**config.mk**
```make
export PLATFORM = sky130hd
export DESIGN_NAME = ceres_clint_mh
export DESIGN_NICKNAME = d
export VERILOG_FILES = /design/src/rtl/ceres_clint_mh.sv
export SDC_FILE = /design/constraint.sdc
export NUM_CORES = 1
export LEC_CHECK = 0
export ABC_AREA = 1
export CAP_MARGIN = 20
export CORE_MARGIN = 8
export CORE_UTILIZATION = 59
export DETAILED_ROUTE_END_ITERATION = 10
export DONT_BUFFER_PORTS = 1
export HOLD_SLACK_MARGIN = 0.1
export PLACE_DENSITY = 0.79
export SLEW_MARGIN = 20
export SYNTH_ARGS = -nofsm -noshare
export SYNTH_HDL_FRONTEND = slang
export SYNTH_SLANG_ARGS = --single-unit
```
**constraint.sdc**
```tcl
create_clock -name clk_i -period 4.9 [get_ports clk_i]
set_clock_uncertainty 0.15 [all_clocks]
set_input_delay 0.735 -clock clk_i [delete_from_list [all_inputs] [get_ports clk_i]]
set_output_delay 0.735 -clock clk_i [all_outputs]
set_load 0.03 [all_outputs]
```
**src/rtl/ceres_clint_mh.sv**
```systemverilog
// Multi-hart core-local interruptor: one shared prescaled mtime, per-hart mtimecmp/msip
// and IRQ outputs, behind a registered single-beat request/response slave port.
module ceres_clint_mh #(
  parameter int unsigned        NUM_HARTS = 1,
  parameter int unsigned        PRESC_W   = 16,
  parameter logic [PRESC_W-1:0] PRESC_RST = '0,
  parameter int unsigned        MTIME_W   = 64
) (
  input  logic                 clk_i,
  input  logic                 rst_i,
  input  logic                 req_valid_i,
  input  logic [15:0]          req_addr_i,
  input  logic                 req_we_i,
  input  logic [31:0]          req_wdata_i,
  input  logic [3:0]           req_wstrb_i,
  output logic                 rsp_valid_o,
  output logic [31:0]          rsp_rdata_o,
  output logic                 rsp_err_o,
  input  logic                 time_stop_i,
  output logic [NUM_HARTS-1:0] mtip_o,
  output logic [NUM_HARTS-1:0] msip_o,
  output logic [MTIME_W-1:0]   mtime_o
);

  localparam int unsigned HIDX_W      = (NUM_HARTS > 1) ? $clog2(NUM_HARTS) : 1;
  localparam logic [2:0]  SHADOW_LIFE = 3'd4;

  typedef enum logic [2:0] {
    SEL_NONE,
    SEL_MSIP,
    SEL_CMP_LO,
    SEL_CMP_HI,
    SEL_PRESC,
    SEL_MTIME_LO,
    SEL_MTIME_HI
  } sel_e;

  logic [MTIME_W-1:0] mtime_q;
  logic [MTIME_W-1:0] mtimecmp_q [NUM_HARTS];
  logic [NUM_HARTS-1:0] msip_q;
  logic [PRESC_W-1:0] presc_q;
  logic [PRESC_W-1:0] presc_cnt_q;
  logic [31:0]        shadow_q;
  logic [2:0]         shadow_cnt_q;

  sel_e              sel;
  logic [HIDX_W-1:0] hart;
  logic [31:0]       cur_word;
  logic [31:0]       merged_word;
  logic [31:0]       rdata;
  logic              wr_en;
  logic              rd_en;
  logic              presc_wr;
  logic              presc_hit;
  logic              tick;
  logic              unused_addr_lsb;

  assign unused_addr_lsb = ^req_addr_i[1:0];

  // NOTE: every always_comb output gets a default first, so no path leaves it unassigned
  // and no latch is inferred.
  always_comb begin
    sel  = SEL_NONE;
    hart = '0;
    if (req_addr_i[15:14] == 2'b00 && {20'd0, req_addr_i[13:2]} < NUM_HARTS) begin
      sel  = SEL_MSIP;
      hart = req_addr_i[2 +: HIDX_W];
    end else if (req_addr_i[15:14] == 2'b01 && {21'd0, req_addr_i[13:3]} < NUM_HARTS) begin
      sel  = req_addr_i[2] ? SEL_CMP_HI : SEL_CMP_LO;
      hart = req_addr_i[3 +: HIDX_W];
    end else begin
      case (req_addr_i[15:2])
        14'h2FFC: sel = SEL_PRESC;
        14'h2FFE: sel = SEL_MTIME_LO;
        14'h2FFF: sel = SEL_MTIME_HI;
        default:  sel = SEL_NONE;
      endcase
    end
  end

  // Live value of the addressed word; writes merge into it and reads return it.
  always_comb begin
    cur_word = '0;
    case (sel)
      SEL_MSIP:     cur_word[0] = msip_q[hart];
      SEL_CMP_LO:   cur_word = mtimecmp_q[hart][31:0];
      SEL_CMP_HI:   cur_word = mtimecmp_q[hart][63:32];
      SEL_PRESC:    cur_word[PRESC_W-1:0] = presc_q;
      SEL_MTIME_LO: cur_word = mtime_q[31:0];
      SEL_MTIME_HI: cur_word = mtime_q[63:32];
      default:      cur_word = '0;
    endcase
    merged_word = cur_word;
    for (int b = 0; b < 4; b++) begin
      if (req_wstrb_i[b]) merged_word[8*b +: 8] = req_wdata_i[8*b +: 8];
    end
    rdata = cur_word;
    if (sel == SEL_MTIME_HI && shadow_cnt_q != '0) rdata = shadow_q;
  end

  assign wr_en     = req_valid_i && req_we_i && sel != SEL_NONE;
  assign rd_en     = req_valid_i && !req_we_i && sel != SEL_NONE;
  assign presc_wr  = wr_en && sel == SEL_PRESC;
  assign presc_hit = presc_cnt_q == presc_q;
  assign tick      = !time_stop_i && presc_hit && !presc_wr;

  // NOTE: sequential state is updated with non-blocking assignments only, so every
  // right-hand side below sees the pre-edge value regardless of statement order.
  always_ff @(posedge clk_i) begin
    if (rst_i) begin
      mtime_q      <= '0;
      presc_cnt_q  <= '0;
      presc_q      <= PRESC_RST;
      msip_q       <= '0;
      // NOTE: mtimecmp is a handful of flops, not a RAM, so it is reset like any register.
      for (int h = 0; h < NUM_HARTS; h++) mtimecmp_q[h] <= '1;
      shadow_q     <= '0;
      shadow_cnt_q <= '0;
      rsp_valid_o  <= 1'b0;
      rsp_rdata_o  <= '0;
      rsp_err_o    <= 1'b0;
      mtip_o       <= '0;
      msip_o       <= '0;
    end else begin
      if (presc_wr) begin
        presc_q     <= merged_word[PRESC_W-1:0];
        presc_cnt_q <= '0;
      end else if (!time_stop_i) begin
        presc_cnt_q <= presc_hit ? '0 : presc_cnt_q + PRESC_W'(1);
      end

      // A software write to either mtime word replaces that cycle's tick entirely.
      if (wr_en && sel == SEL_MTIME_LO)      mtime_q[31:0]  <= merged_word;
      else if (wr_en && sel == SEL_MTIME_HI) mtime_q[63:32] <= merged_word;
      else if (tick)                         mtime_q        <= mtime_q + MTIME_W'(1);

      if (wr_en && sel == SEL_MSIP)   msip_q[hart]             <= merged_word[0];
      if (wr_en && sel == SEL_CMP_LO) mtimecmp_q[hart][31:0]  <= merged_word;
      if (wr_en && sel == SEL_CMP_HI) mtimecmp_q[hart][63:32] <= merged_word;

      if (wr_en && (sel == SEL_MTIME_LO || sel == SEL_MTIME_HI)) begin
        shadow_cnt_q <= '0;
      end else if (rd_en && sel == SEL_MTIME_LO) begin
        shadow_q     <= mtime_q[63:32];
        shadow_cnt_q <= SHADOW_LIFE;
      end else if (shadow_cnt_q != '0) begin
        shadow_cnt_q <= shadow_cnt_q - 3'd1;
      end

      rsp_valid_o <= req_valid_i;
      rsp_err_o   <= req_valid_i && sel == SEL_NONE;
      rsp_rdata_o <= rd_en ? rdata : '0;

      for (int h = 0; h < NUM_HARTS; h++) mtip_o[h] <= mtime_q >= mtimecmp_q[h];
      msip_o <= msip_q;
    end
  end

  assign mtime_o = mtime_q;

endmodule

```
==> results.toml, run 1 <==
[detailed_routing]
viasPerCell = 6.15
routed_wl_um = 57400
dr_total_vias = 15100
first_pass_iters = 7
post_drt_wl_per_cell_um = 23.4
final_antenna_net_count = 0
drt_iter0_markers = 1922
drc = 0

[synth]
synth_edf_count = 64
synth_top_flop_cell = "dfxtp_1"
yosys_register_bits = 232
ys_async_sr_fraction_pct = 0
netlist_instances = 2124
synth_seq_area_share_pct = 35.6
synth_cell_type_count = 46
avgSynthCellArea_um2 = 7.00
synth_fp_nets = 2250
netlist_area_um2 = 14900
ys_warn_count = 0

[worst_setup_path]
rr_worst_depth = 11
cp_num_cells = 11
critical_path.top_delay_family = "simple AND/OR/NAND/NOR gates"
critPathSlowestCell = "nor3_1"
cp-startpoint = "mtime_o[0]$_SDFFE_PP0P_"
worst-path-buf-inv = 1
ff2ff_setup_slack_ns = 1.11
worstSetupStartpointType = "flop"
cp_slowest_stage_delay_ns = 0.77
cp.arrival_ns = 4.07
r2r_end = "mtime_o[49]$_SDFFE_PP0P_"
critPathCapture = "mtime_o[49]$_SDFFE_PP0P_"
cp_max_fo = 5
end_kind = "flop"
critPathKind = "flop to flop"
crit_chain = "inv_1, nor2_2, nand2_1, nor2_1, nand3_1, nor3_1, nand3_1, xor2_1, nand2_1, a21oi_1, nor2_1"
crit_required_ns = 5.19
r2r_start = "mtime_o[0]$_SDFFE_PP0P_"

[clock_network]
cts_made_buffers = 25
cts_root_buf = "clkbuf_16"
clock_latency_ns = 0.55
cts_num_sinks = 232
clk_pin_slew_ns = 0.07
cts_tree = "built"
cts_resized = 0
postCtsSetupRepairBufs = 0
clock_path_buffers = 3
cts_max_level = 1
cts_hold_buf = 0

[floorplanning]
chipWidth_um = 175
dieArea_um2 = 30500
fp.dieH_um = 175
initial_core_util_pct = 59.5
core-area_um2 = 25000
placementRows = 58
io_pins = 157

[finish]
nets = 2233
fin_area_um2 = 16100
area_delta_synth_final_pct = 7.98
layout-drive-gt1-share_pct = 7.86
fin_util_pct = 64.3

[placement]
place_area_um2 = 15100
io_buffers = 0
gp_congestion = 1.08
place_hpwl_um = 42900

[power]
peakVddDrop_mv = 0.312
combPwrFrac_pct = 8.2
clkPwrFrac_pct = 45.6
switching_share_pct = 26.0
internal_power_mw = 3.36
p_sw_mw = 1.18
leakage_nw = 6.75
power_density_nw_per_um2 = 283
power_frac_seq_pct = 46.3

[grt]
grt_pass1_wl_um = 85200
grt_max_degree = 81
grt.total_usage_pct = 36.1
grt_pass1_vias = 14300
gr-total-overflow = 0
antenna_found_initial = 2

[min_path]
worstHoldPathType = "input port to flop"

[timing]
rsz0062_at_grt = "no"
timing_hold_violations_final = 0
finalSetupViolCount = 0
tns_ns = 0
timing.final.crit_share_pct = 77.3
slew_violations = 0
tightestPinTransition_ns = 1.20
slew_headroom_pct = 19.1
fmax_mhz = 264
period_needed_ns = 3.79

[run_status]
status = "completed"

[job]
max_cap_viol_count = 0
## cell type report
cell class / count / area (um^2)
Multi-Input combinational cell: 1579 / 8280
Antenna cell: 2 / 5.00
Inverter: 230 / 863
Sequential cell: 232 / 5290
Timing Repair Buffer: 39 / 293
Clock buffer: 37 / 795
Clock inverter: 9 / 114
Tap cell: 330 / 413
Fill cell: 2277 / 8910
## kinds of logic after synthesis
family / count (synthesis) / share of synthesized area (%)
fa+ha+maj: 69 / 5.81
simple gates: 1134 / 33.5
xor+xnor: 72 / 4.24
flops: 232 / 35.6
mux: 1 / 0.0673
buf+inv: 313 / 8.85
compound gates: 303 / 12.0
## cells in the mapped netlist, drive strengths merged, types with 60 or more instances
cell type / n / area (um^2)
nand2: 488 / 1870
nor2: 305 / 1170
inv: 229 / 860
nand3: 178 / 938
dfxtp: 168 / 3360
o21ai: 115 / 579
a21oi: 104 / 524
ha: 69 / 863
a211oi: 65 / 553
edfxtp: 64 / 1920
nor3: 60 / 328
xor2: 60 / 526
## cell usage in the layout (no fill, tap or decap), drive strengths merged, types with 2 or more instances in the layout
cell and count:
nor2 305, a21oi 104, o21ai 115, xnor2 12, o211ai 4, edfxtp 64
nand3b 6, or2 33, a211oi 65, bufinv 2, nand3 178, clkinv 6
and3 2, nand4 54, nor3 60, dfxtp 168, inv 231, nand2 488
nor4 6, clkbuf 37, o22ai 13, xor2 60, diode 2, ha 69
buf 39
## worst min-delay path by stage
stage / endpoint / cells past startpoint / slack (ns) / start
after detailed placement: shadow_cnt_q[0]$_SDFFE_PP0P_ / 2 / 0.30 / shadow_cnt_q[0]$_SDFFE_PP0P_
final: msip_o$_SDFF_PP0_ / 1 / 0.12 / rst_i
after global routing: msip_o$_SDFF_PP0_ / 1 / 0.12 / rst_i
after floorplan: msip_o$_SDFF_PP0_ / 2 / 0.27 / msip_q$_SDFFE_PP0P_
after CTS: msip_o$_SDFF_PP0_ / 1 / 0.11 / rst_i
after global placement: shadow_q[0]$_SDFFE_PP0P_ / 2 / 0.30 / shadow_q[0]$_SDFFE_PP0P_
## worst reg2reg max path, stage by stage, from the launching register on
cell     delay (ns)
dfxtp_1        0.62
inv_1          0.24
nor2_2         0.37
nand2_1        0.24
nor2_1         0.33
nand3_1        0.20
nor3_1         0.77
nand3_1        0.28
xor2_1         0.21
nand2_1        0.08
a21oi_1        0.13
nor2_1         0.06
## power by group through the flow
stage | sequential [mW] | clock (mW) | combinational [mW]
final | 2.10 | 2.07 | 0.370
after global routing | 2.10 | 2.14 | 0.407
after CTS | 2.10 | 2.07 | 0.360
after detailed placement | 2.14 | 0 | 0.357
after global placement | 2.14 | 0 | 0.343
after floorplan | 2.12 | 0 | 0.269
## layer usage
metal  share of wire, %  wire length [um]  track usage (%)
met1                 40             22900             47.9
met5              0.023                13                0
met2                 42             24100             53.9
met4                3.4              1960             12.2
met3                 15              8420             12.6
## stage by stage
| stage | std cells | hold WS [ns] | setup WS, ns | power (mW) |
|---|---|---|---|---|
| 5_1_grt | 2456 | 0.120 | 0.992 | 4.65 |
| 2_1_floorplan | 2124 | 0.272 | 0.236 | 2.39 |
| 6_report | 2458 | 0.119 | 1.11 | 4.54 |
| 4_1_cts | 2456 | 0.109 | 1.26 | 4.53 |
| 3_3_place_gp | 2410 | 0.298 | 1.01 | 2.48 |
| 3_5_place_dp | 2410 | 0.302 | 0.949 | 2.50 |
## sequential cells by signal, indices dropped and copies added (netlist names)
register      count
shadow_q         32
rsp_valid_o       1
rsp_rdata_o      32
mtime_o          64
presc_cnt_q      16
mtip_o            1
rsp_err_o         1
msip_o            1
presc_q          16
shadow_cnt_q      3
msip_q            1
mtimecmp_q       64
Power figures use the tool's default switching activity.
==> inputs of run 2 (changes only) <==
clock period = 3.2 ns   (was 4.9 ns; I/O delays follow)
==> run 2 against run 1 <==
  * Setup slack worse by 0.62 ns
  * First-iteration DRC count is 6.6% higher
  * Core utilization is 2.7 points higher
  * Total power is 56% higher
  * Combinational power is 92% higher
  * Count of clock-buffer cells in the layout is 4 higher
  * Fmax is 40% higher
  * Worst hold slack better by 0.015 ns
  * Highest routed layer unchanged
  * Clock power is 55% higher
==> results.toml, run 2 (synthesis results as in run 1) <==
[run_status]
status = "completed"

[floorplanning]
placementRows = 58
initial_core_util_pct = 59.5
core-area_um2 = 25000
fp.dieH_um = 175
io_pins = 157
dieArea_um2 = 30500
chipWidth_um = 175

[job]
max_cap_viol_count = 0

[worst_setup_path]
worstSetupStartpointType = "flop"
cp.arrival_ns = 3.02
r2r_start = "mtime_o[9]$_SDFFE_PP0P_"
critPathCapture = "mtime_o[53]$_SDFFE_PP0P_"
critPathKind = "flop to flop"
ff2ff_setup_slack_ns = 0.49
rr_worst_depth = 12
cp_max_fo = 4
r2r_end = "mtime_o[53]$_SDFFE_PP0P_"
crit_required_ns = 3.51
cp-startpoint = "mtime_o[9]$_SDFFE_PP0P_"
end_kind = "flop"

[timing]
tightestPinTransition_ns = 1.06
finalSetupViolCount = 0
fmax_mhz = 369
timing_hold_violations_final = 0
rsz0062_at_grt = "no"
tns_ns = 0
slew_violations = 0
fin_ws_ns = 0.491
timing.final.crit_share_pct = 84.7
period_needed_ns = 2.71
slew_headroom_pct = 28.8

[clock_network]
cts_max_level = 1
clk_pin_slew_ns = 0.07
clock_path_buffers = 3
postCtsSetupRepairBufs = 0
cts_resized = 0
cts_root_buf = "clkbuf_16"
cts_made_buffers = 26
cts_num_sinks = 232
cts_tree = "built"
clock_latency_ns = 0.56

[finish]
mostFrequentLayoutCells = "nand2_1, nor2_1, inv_1"
nets = 2311
final_common_cell = "nand2_1"
fill_cells = 2181
stdcell_count = 2536
area_delta_synth_final_pct = 12.6
layout-drive-gt1-share_pct = 10.9
fin_area_um2 = 16700

[grt]
grt_pass1_vias = 14500
grt.total_usage_pct = 36.2
top_usage_layer = "met2"
globalRouteMet2Util_pct = 55.9
gr-total-overflow = 0
grt_pass1_wl_um = 86200
met3_usage_pct = 10.7
antenna_found_initial = 4
grt_max_degree = 79
grtUsageMet1_pct = 47.9

[detailed_routing]
final_antenna_net_count = 0
routed_wl_um = 57500
post_drt_wl_per_cell_um = 22.7
first_pass_iters = 6
viasPerCell = 6.10
dr_total_vias = 15500
drt_iter0_markers = 2049
drc = 0

[power]
power_density_nw_per_um2 = 422
switching_share_pct = 26.3
peakVddDrop_mv = 0.600
internal_power_mw = 5.20
clkPwrFrac_pct = 45.3
power_frac_seq_pct = 44.6
combPwrFrac_pct = 10.1
leakage_nw = 7.19
p_sw_mw = 1.86

[placement]
place_area_um2 = 15700
dp_cells = 2482
io_buffers = 0
dp_slack_ns = 0.198
gp_congestion = 1.05
place_hpwl_um = 44200

[min_path]
worstHoldPathType = "input port to flop"
## run 2: how the worst min path moves through the flow
| stage | startpoint | to | depth (start not counted) |
|---|---|---|---|
| after floorplan | msip_q$_SDFFE_PP0P_ | msip_o$_SDFF_PP0_ | 2 |
| after global routing | req_wdata_i[10] | presc_q[10]$_SDFFE_PP0P_ | 3 |
| after CTS | req_wdata_i[10] | presc_q[10]$_SDFFE_PP0P_ | 3 |
| after global placement | shadow_cnt_q[0]$_SDFFE_PP0P_ | shadow_cnt_q[0]$_SDFFE_PP0P_ | 2 |
| after detailed placement | shadow_q[19]$_SDFFE_PP0P_ | shadow_q[19]$_SDFFE_PP0P_ | 2 |
| final | req_wdata_i[10] | presc_q[10]$_SDFFE_PP0P_ | 3 |
## run 2: metal layers
metal,up-vias,wire [um]
li1,7159,-
met1,7161,22800
met2,1017,25000
met3,136,7860
met4,4,1770
met5,-,23
## run 2: timing repair
| item | 4_1_cts | 5_1_grt |
|---|---|---|
| hold endpoints to repair | 107 | 0 |
| endpoints found under the setup margin | 0 | 0 |
| hold buffers | 5 | 0 |
## run 2: per-stage QoR
stage | hold WS (ns) | power, mW | util, %
floorplan | 0.272 | 3.66 | -
global placement | 0.298 | 3.84 | 63.0
detailed placement | 0.304 | 3.86 | 63.0
CTS | 0.129 | 7.03 | 67.0
global route | 0.140 | 7.24 | 67.0
finish | 0.134 | 7.06 | 67.0
## run 2: layout make-up
class	count	area, um^2	share of cell area [%]
multi-input cells	1579	8280	49.5
flip-flops and latches	232	5290	31.6
repair buffers	116	963	5.76
inverters	230	863	5.16
clock buffers	41	851	5.08
well taps	330	413	2.47
clock inverters	7	78.8	0.471
diodes	1	2.50	0.0150
## run 2: worst max-delay path: stages (launching register included)
cell	delay [ns]
dfxtp_1	0.72
nand2_1	0.17
nor2_1	0.22
nand3_1	0.13
inv_1	0.07
nand3_1	0.09
nor2_1	0.28
nand3b_1	0.21
xnor2_1	0.24
nand2_1	0.08
nand2_1	0.07
nand2_1	0.05
a21oi_1	0.13
## run 2: power groups by stage
stage | clock network (mW) | registers (mW) | logic (mW)
global route | 3.32 | 3.15 | 0.764
finish | 3.20 | 3.15 | 0.710
global placement | 0 | 3.21 | 0.629
detailed placement | 0 | 3.21 | 0.650
floorplan | 0 | 3.25 | 0.413
CTS | 3.20 | 3.15 | 0.690
==> inputs of run 3 (changes only) <==
clock period = 2.32 ns   (was 3.2 ns; I/O delays follow)
==> run 3 against run 2 <==
  * Non-clock buffer count up 187
  * Critical path depth fell by 1
  * Sequential power grew 38%
  * The flow now finishes with violations (design-rule violations)
  * Largest power group is now registers
  * Combinational power grew 70%
  * Critical endpoint is now mtip_o$_SDFF_PP0_
  * Setup slack worse by 0.45 ns
  * Core utilization grew 8.2 points
==> results.toml, run 3 (synthesis results as in run 1) <==
[finish]
final_common_cell = "nand2_1"
area_delta_synth_final_pct = 26.3
layout-drive-gt1-share_pct = 19.5
nets = 2499
fin_area_um2 = 18800
stdcell_count = 2725
mostFrequentLayoutCells = "nand2_1, nor2_1, buf_4"

[timing]
slew_headroom_pct = 13.3
period_needed_ns = 2.28
slew_violations = 0
timing_hold_violations_final = 0
tightestPinTransition_ns = 1.30
fmax_mhz = 439
finalSetupViolCount = 0
timing.final.crit_share_pct = 98.2

[floorplanning]
core-area_um2 = 25000
initial_core_util_pct = 59.5
placementRows = 58
io_pins = 157
fp.dieH_um = 175
dieArea_um2 = 30500
chipWidth_um = 175

[worst_setup_path]
critPathKind = "flop to flop"
crit_chain = "inv_2, ha_1, a21oi_2, o21ai_0, a21oi_1, buf_4, o211ai_1, a21oi_2, nand3_2, nand2_2, inv_1"
worstSetupStartpointType = "flop"
cp_slowest_stage_delay_ns = 0.38
cp_common_cell = "a21oi_2"
crit_required_ns = 2.62
end_kind = "flop"
cp_max_fo = 2
worst-path-buf-inv = 3
critical_path.top_delay_family = "compound AO/OA/AOI/OAI gates"
critPathSlowestCell = "edfxtp_1"
cp.arrival_ns = 2.58

[clock_network]
cts_root_buf = "clkbuf_16"
cts_made_buffers = 27
clock_latency_ns = 0.56
cts_num_sinks = 232
cts_max_level = 1
cts_tree = "built"
clock_path_buffers = 3
clk_pin_slew_ns = 0.06

[power]
peakVddDrop_mv = 0.652
power_density_nw_per_um2 = 526
leakage_nw = 8.20

[detailed_routing]
post_drt_wl_per_cell_um = 23.4
dr_total_vias = 16800
routed_wl_um = 63800
final_antenna_net_count = 0
drt_iter0_markers = 2268
viasPerCell = 6.16
first_pass_iters = 6
drc = 1

[placement]
dp_cells = 2627
gp_congestion = 1.08
place_hpwl_um = 47700
place_area_um2 = 17200
io_buffers = 0

[grt]
gr-total-overflow = 0
antenna_found_initial = 2
grt.total_usage_pct = 39.7
grt_pass1_wl_um = 93600
grt_pass1_vias = 16000
grt_max_degree = 80

[run_status]
status = "finished, violations left"
violations = "design-rule violations"

[job]
max_cap_viol_count = 0

[min_path]
worstHoldPathType = "input port to flop"
## run 3: worst register-to-register path: stages (launching register included)
cell	delay [ns]
edfxtp_1	0.38
inv_2	0.10
ha_1	0.28
a21oi_2	0.15
o21ai_0	0.10
a21oi_1	0.15
buf_4	0.16
o211ai_1	0.20
a21oi_2	0.26
nand3_2	0.11
nand2_2	0.09
inv_1	0.05
## run 3: final timing paths
check,startpoint,to,slack [ns],cells after the start
setup / recovery,mtimecmp_q[0][53]$_DFFE_PP_,mtip_o$_SDFF_PP0_,0.04,11
hold / removal,req_wdata_i[28],mtime_o[28]$_SDFFE_PP0P_,0.10,5
setup reg to reg,mtimecmp_q[0][53]$_DFFE_PP_,mtip_o$_SDFF_PP0_,0.04,11
hold reg to reg,shadow_q[19]$_SDFFE_PP0P_,rsp_rdata_o[19]$_SDFF_PP0_,0.32,2
## run 3: per-stage QoR
stage / setup slack (ns) / hold WS (ns) / util [%] / total power [mW] / setup TNS [ns]
3_5_place_dp: -0.121 / 0.289 / 68.8 / 5.45 / -6.12
4_1_cts: -0.0156 / 0.103 / 74.1 / 9.79 / -0.0156
3_3_place_gp: -0.145 / 0.283 / 68.8 / 5.41 / -0.911
5_1_grt: -0.0301 / 0.125 / 75.2 / 10.1 / -0.189
6_report: 0.0410 / 0.100 / 75.2 / 9.88 / 0
2_1_floorplan: -0.172 / 0.272 / - / 5.05 / -7.13
## run 3: timing repair
| item | CTS | global route |
|---|---|---|
| setup buffers | 0 | 7 |
| pin swaps | 0 | 15 |
| endpoints found under the hold margin | 197 | 0 |
| resized for setup | 9 | 71 |
| hold buffers | 39 | 0 |
| gates cloned | 0 | 1 |
| endpoints found under the setup margin | 11 | 66 |
## run 3: power by group
| group | switching (mW) | internal, mW |
|---|---|---|
| sequential | 0.0896 | 4.26 |
| combinational | 0.784 | 0.423 |
| clock | 1.89 | 2.43 |
## run 3: routing by layer
layer | GRT usage [%] | wire [um]
met5 | 0 | 12
met4 | 15.7 | 2870
met3 | 13.8 | 10000
met2 | 59.9 | 27000
met1 | 51.2 | 23900
## run 3: area by class of cell
type                            instances  area [um^2]
Sequential cell                       232         5320
Clock buffer                           37          797
Fill cell                            1856         6190
Antenna cell                            1         2.50
Multi-Input combinational cell       1579         8520
Inverter                              230          863
Tap cell                              330          413
Timing Repair Buffer                  303         2770
Clock inverter                         13         90.1
